===== config.mk =====
export PLATFORM = sky130hd
export DESIGN_NAME = react_lanes
export DESIGN_NICKNAME = d
export VERILOG_FILES = /design/src/rtl/react_pkg.sv /design/src/rtl/react_lane.sv /design/src/rtl/react_lanes.sv
export SDC_FILE = /design/constraint.sdc
export NUM_CORES = 1
export LEC_CHECK = 0
export ABC_AREA = 1
export CAP_MARGIN = 0
export CORE_MARGIN = 3
export CORE_UTILIZATION = 25
export CTS_BUF_LIST = sky130_fd_sc_hd__clkbuf_2
export CTS_CLUSTER_DIAMETER = 120
export DETAILED_ROUTE_END_ITERATION = 6
export PLACE_DENSITY = 0.49
export SYNTH_ARGS = -nofsm -noshare
export SYNTH_HDL_FRONTEND = slang
export SYNTH_HIERARCHICAL = 1
export SYNTH_SLANG_ARGS = --single-unit

===== constraint.sdc =====
create_clock -name clk -period 2.56 [get_ports clk]
set_clock_uncertainty 0.05 [all_clocks]
set_input_delay 0.384 -clock clk [delete_from_list [all_inputs] [get_ports clk]]
set_output_delay 0.384 -clock clk [all_outputs]
set_load 0.005 [all_outputs]

===== src/rtl/react_pkg.sv =====
// rtl/react_pkg.sv - shared types and constants for the react_lanes reactor
package react_pkg;

  typedef enum logic [1:0] {
    PASS   = 2'd0,
    INVERT = 2'd1,
    ACCUM  = 2'd2,
    EDGE   = 2'd3
  } mode_t;

  typedef enum logic {
    RUN  = 1'b0,
    DONE = 1'b1
  } state_t;

  localparam int STEP_W = 16;

endpackage


===== src/rtl/react_lane.sv =====
// rtl/react_lane.sv - one lane: registered result and last sampled input
module react_lane
  import react_pkg::*;
#(
  parameter int WIDTH = 8
) (
  input  logic             clk,
  input  logic             rst,
  input  logic             i_en,
  input  mode_t            i_mode,
  input  logic [WIDTH-1:0] i_x,
  output logic [WIDTH-1:0] o_q
);

  logic [WIDTH-1:0] r_out;
  logic [WIDTH-1:0] r_prev;
  logic [WIDTH-1:0] w_nxt;

  always_comb begin
    w_nxt = r_out;
    case (i_mode)
      PASS:    w_nxt = i_x;
      INVERT:  w_nxt = ~i_x;
      ACCUM:   w_nxt = r_out ^ i_x;
      EDGE:    w_nxt = i_x ^ r_prev;
      default: w_nxt = r_out;
    endcase
  end

  // prev tracks the input on every enabled step so EDGE is correct after any mode switch
  always_ff @(posedge clk or negedge rst) begin
    if (!rst) begin
      r_out  <= '0;
      r_prev <= '0;
    end else if (i_en) begin
      r_out  <= w_nxt;
      r_prev <= i_x;
    end
  end

  assign o_q = r_out;

endmodule


===== src/rtl/react_lanes.sv =====
// rtl/react_lanes.sv - multi-lane reactive transform with step budget and stop
module react_lanes
  import react_pkg::*;
#(
  parameter int WIDTH     = 8,
  parameter int LANES     = 2,
  parameter int MAX_STEPS = 0
) (
  input  logic                   clk,
  input  logic                   rst,
  input  logic [LANES*WIDTH-1:0] __in0,
  input  logic [1:0]             __in1,
  input  logic                   __in2,
  output logic [LANES*WIDTH-1:0] __out0,
  output logic                   __out1,
  output logic [STEP_W-1:0]      __out2
);

  localparam bit              BOUNDED = (MAX_STEPS != 0);
  localparam logic [STEP_W-1:0] MAX_C = STEP_W'(MAX_STEPS);

  state_t            r_state;
  state_t            w_state_nxt;
  logic [STEP_W-1:0] r_cnt;
  logic [STEP_W-1:0] w_cnt_nxt;
  logic              w_step;
  mode_t             w_mode;

  assign w_mode = mode_t'(__in1);

  always_ff @(posedge clk or negedge rst) begin
    if (!rst) begin
      r_state <= RUN;
      r_cnt   <= '0;
    end else begin
      r_state <= w_state_nxt;
      r_cnt   <= w_cnt_nxt;
    end
  end

  // Stop wins over a step: nothing updates and the count stays where it was
  always_comb begin
    w_state_nxt = r_state;
    w_cnt_nxt   = r_cnt;
    w_step      = 1'b0;
    case (r_state)
      RUN: begin
        if (__in2) begin
          w_state_nxt = DONE;
        end else begin
          w_step = 1'b1;
          if (r_cnt != {STEP_W{1'b1}}) w_cnt_nxt = r_cnt + 1'b1;
          if (BOUNDED && (w_cnt_nxt == MAX_C)) w_state_nxt = DONE;
        end
      end
      DONE:    w_state_nxt = DONE;
      default: w_state_nxt = RUN;
    endcase
  end

  for (genvar k = 0; k < LANES; k++) begin : g_lane
    react_lane #(.WIDTH(WIDTH)) u_lane (
      .clk    (clk),
      .rst    (rst),
      .i_en   (w_step),
      .i_mode (w_mode),
      .i_x    (__in0[k*WIDTH +: WIDTH]),
      .o_q    (__out0[k*WIDTH +: WIDTH])
    );
  end

  assign __out1 = (r_state == DONE);
  assign __out2 = r_cnt;

endmodule


==> impl_metrics.ini <==
[logic_synthesis]
synthDistinctLibCells = 24
postSynthRegisterBits = 49
synth_cells = 395
synth_sequential_area_ratio_pct = 42.4
yosys_top_cell_area_share_pct = 42.4
post_synth_main_area_contributors = sky130_fd_sc_hd__dfrtp_1, sky130_fd_sc_hd__nand2_1, sky130_fd_sc_hd__nand3_1
synth.yosys.warnings = 6
synth_top_cell_by_area = sky130_fd_sc_hd__dfrtp_1
syn_avg_cell_area_um2 = 7.32
syn_nets = 417
netlist_area_um2 = 2890

[layout]
fin_nets = 472
antenna_cells = 0
areaGrowthSynthToFinish_pct = 23.9
post_layout_nonfiller_instances = 591
final_layout_size_suffix_gt1_share_pct = 11.5
layout_common_cells = sky130_fd_sc_hd__nand2_1, sky130_fd_sc_hd__clkdlybuf4s50_1, sky130_fd_sc_hd__dfrtp_1
final_common_cell = sky130_fd_sc_hd__nand2_1
final.fill_count = 1185

[setup_path]
worst-endpoint-required_ns = 2.13
crit_family = buffers and inverters
critPathKind = register to output port
critPathSlowestCell = sky130_fd_sc_hd__clkdlybuf4s50_1
path_max_fanout = 6
worst_setup_path_end_kind = output port
critPathLaunchType = register
cp_cell_sequence = clkdlybuf4s50_1
timing.critical_path.buf_inv = 1
worst_ep_arrival_time_ns = 1.49
worst_path_largest_cell_delay_ns = 0.55

[power_and_ir_drop]
vdd.ir_drop.worst_mv = 0.160
power_mw = 1.59
powerDensity_nw_per_um2 = 444
total_leakage_power_nw = 1.71

[placed_design]
hpwlAfterDp_um = 5110
dp_slack_ns = 0.737
placedCellCount = 582
i_o_buffers = 53
final_weighted_congestion_of_routability_driven_global_placement = 0.738

[routing]
detail_route.wirelength_um = 7120
first_iter_violations = 135
via_count_normalized_by_instance_count = 4.43
first_pass_iters = 4
num_vias = 2617
drt_drc_violations_left = 0
antenna_left = 0
wl_per_cell_um = 12.0

[clock_network]
cts.sink_count = 49
worst_setup_hold_path_clk_slew_ns = 0.27
clock_latency_ns = 0.43
ctsRootBufferMaster = sky130_fd_sc_hd__clkbuf_2
cts_tree = done
max-clock-path-buffers = 2
htree_num_levels = 2
number_of_cts_inserted_buffers = 5

[floorplan]
design.die.area_um2 = 12900
dieHeight_um = 114
initial_utilization_pct = 26.1
row_count = 38
core-area_um2 = 11100
floorplan_die_width_um = 114
ioPinCount = 54

[worst_hold_path]
class_of_the_worst_hold_path = input pin to asynchronous set/reset pin

[sta]
setup_viol = 0
rsz0062_at_grt = false
min_period_ns = 1.92
timing.max_slew.rel_slack_pct = 68.4
finalWorstSetupSlack_ns = 0.639
actual_transition_at_the_worst_max_transition_pin_ns = 0.474
fin_crit_share_pct = 75.0
maxClockFrequency_mhz = 521
drv_slew = 0
setup_total_negative_slack_ns = 0
finalHoldViolations = 0

[global_route]
grt_first_pass_wirelength_um = 12000
initial_antenna_violation_count = 0
global_route.usage.met1_pct = 16.0
grt.busiest_layer = met2
grt.met3_usage_pct = 2.44
pin_count_of_the_biggest_net_entering_global_routing = 36
grt_pass1_vias = 2454
grt.met2_usage_pct = 18.5
grt-ovfl-total = 0
global_route.usage.total_pct = 11.6

[status]
run_status = complete, no violations

[job]
drv.max_cap_violation_count = 0
==> power breakdown <==
group          total (mW)  switching [mW]  internal (mW)  leakage (nW)
sequential          0.916          0.0607          0.856         0.609
clock               0.333           0.257         0.0754        0.0292
combinational       0.341           0.160          0.181          1.08
total                1.59           0.478           1.11          1.71
==> final cells by class <==
| class | count | area, um^2 | share of cell area (%) |
|---|---|---|---|
| Inverter | 48 | 185 | 5.17 |
| Sequential cell | 49 | 1230 | 34.2 |
| Multi-Input combinational cell | 285 | 1360 | 37.8 |
| Timing Repair Buffer | 61 | 601 | 16.8 |
| Clock inverter | 1 | 7.51 | 0.209 |
| Clock buffer | 7 | 35.0 | 0.977 |
| Tap cell | 140 | 175 | 4.89 |
==> final timing paths <==
| kind | startpoint | endpoint | slack, ns | cells after the start |
|---|---|---|---|---|
| worst max-delay path | __out2[2]$_DFFE_PN0P_ | __out2[2] | 0.64 | 1 |
| max in group asynchronous | rst | g_lane[1].u_lane/r_prev[2]$_DFFE_PN0P_ | 1.51 | 3 |
| min in group clk | __in0[9] | g_lane[1].u_lane/r_prev[1]$_DFFE_PN0P_ | 0.48 | 3 |
| worst max register to register | __out2[0]$_DFFE_PN0P_ | __out2[10]$_DFFE_PN0P_ | 0.85 | 8 |
| worst min-delay path | rst | g_lane[1].u_lane/o_q[3]$_DFFE_PN0P_ | 0.33 | 2 |
| worst min register to register | __out2[14]$_DFFE_PN0P_ | __out2[14]$_DFFE_PN0P_ | 0.49 | 2 |
==> what timing repair did <==
item | CTS | global route
resized for setup | 0 | 0
hold buffers | 1 | 0
endpoints found under the hold margin | 17 | 0
buffers inserted | 0 | 0
==> kinds of logic (layout without fill, tap and decap cells) <==
| group | after synthesis | after routing | share of synthesized area [%] |
|---|---|---|---|
| buffers and inverters | 61 | 117 | 10.8 |
| AND/OR/NAND/NOR | 251 | 251 | 39.5 |
| AO/OA/AOI/OAI | 27 | 27 | 5.06 |
| XOR/XNOR | 6 | 6 | 1.82 |
| flip-flops | 49 | 49 | 42.4 |
| adder cells (fa/ha/maj) | 1 | 1 | 0.432 |
==> cell usage after synthesis <==
library cell                 n
sky130_fd_sc_hd__ha_1        1
sky130_fd_sc_hd__buf_4       2
sky130_fd_sc_hd__nand3_1    47
sky130_fd_sc_hd__nand2_2    10
sky130_fd_sc_hd__nand4_1     3
sky130_fd_sc_hd__a21oi_1     1
sky130_fd_sc_hd__buf_2       2
sky130_fd_sc_hd__o21ai_2     3
sky130_fd_sc_hd__nor2_4      5
sky130_fd_sc_hd__buf_6       9
sky130_fd_sc_hd__xor2_1      2
sky130_fd_sc_hd__nand2_1   141
sky130_fd_sc_hd__dfrtp_1    49
sky130_fd_sc_hd__o21ai_1     4
sky130_fd_sc_hd__xnor2_1     4
sky130_fd_sc_hd__inv_2       3
sky130_fd_sc_hd__nand4_2     1
sky130_fd_sc_hd__nand3b_1    1
sky130_fd_sc_hd__inv_4       2
sky130_fd_sc_hd__nand3_2     8
sky130_fd_sc_hd__inv_1      43
sky130_fd_sc_hd__nor2_2      4
sky130_fd_sc_hd__nor2_1     31
sky130_fd_sc_hd__o21ai_0    19
==> stage by stage <==
stage          utilization (%)  hold WS, ns  cell area (um^2)
6_report                  32.4        0.334              3580
3_5_place_dp              31.9        0.327              3530
5_1_grt                   32.4        0.325              3580
3_3_place_gp              31.9        0.324              3530
4_1_cts                   32.4        0.319              3580
2_1_floorplan                -       0.0384              2890
==> routing by layer <==
metal / wire length [um] / share of wire (%)
met5: 0 / 0
met4: 61 / 0.86
met3: 304 / 4.3
met2: 3280 / 46
met1: 3470 / 49
==> state kept, by name, summed over array words and instances, names as in the netlist <==
register / cells
__out1: 1
__out2: 16
g_lane.u_lane/r_prev: 16
g_lane.u_lane/o_q: 16
No activity file was read; power rests on OpenSTA's default activity.
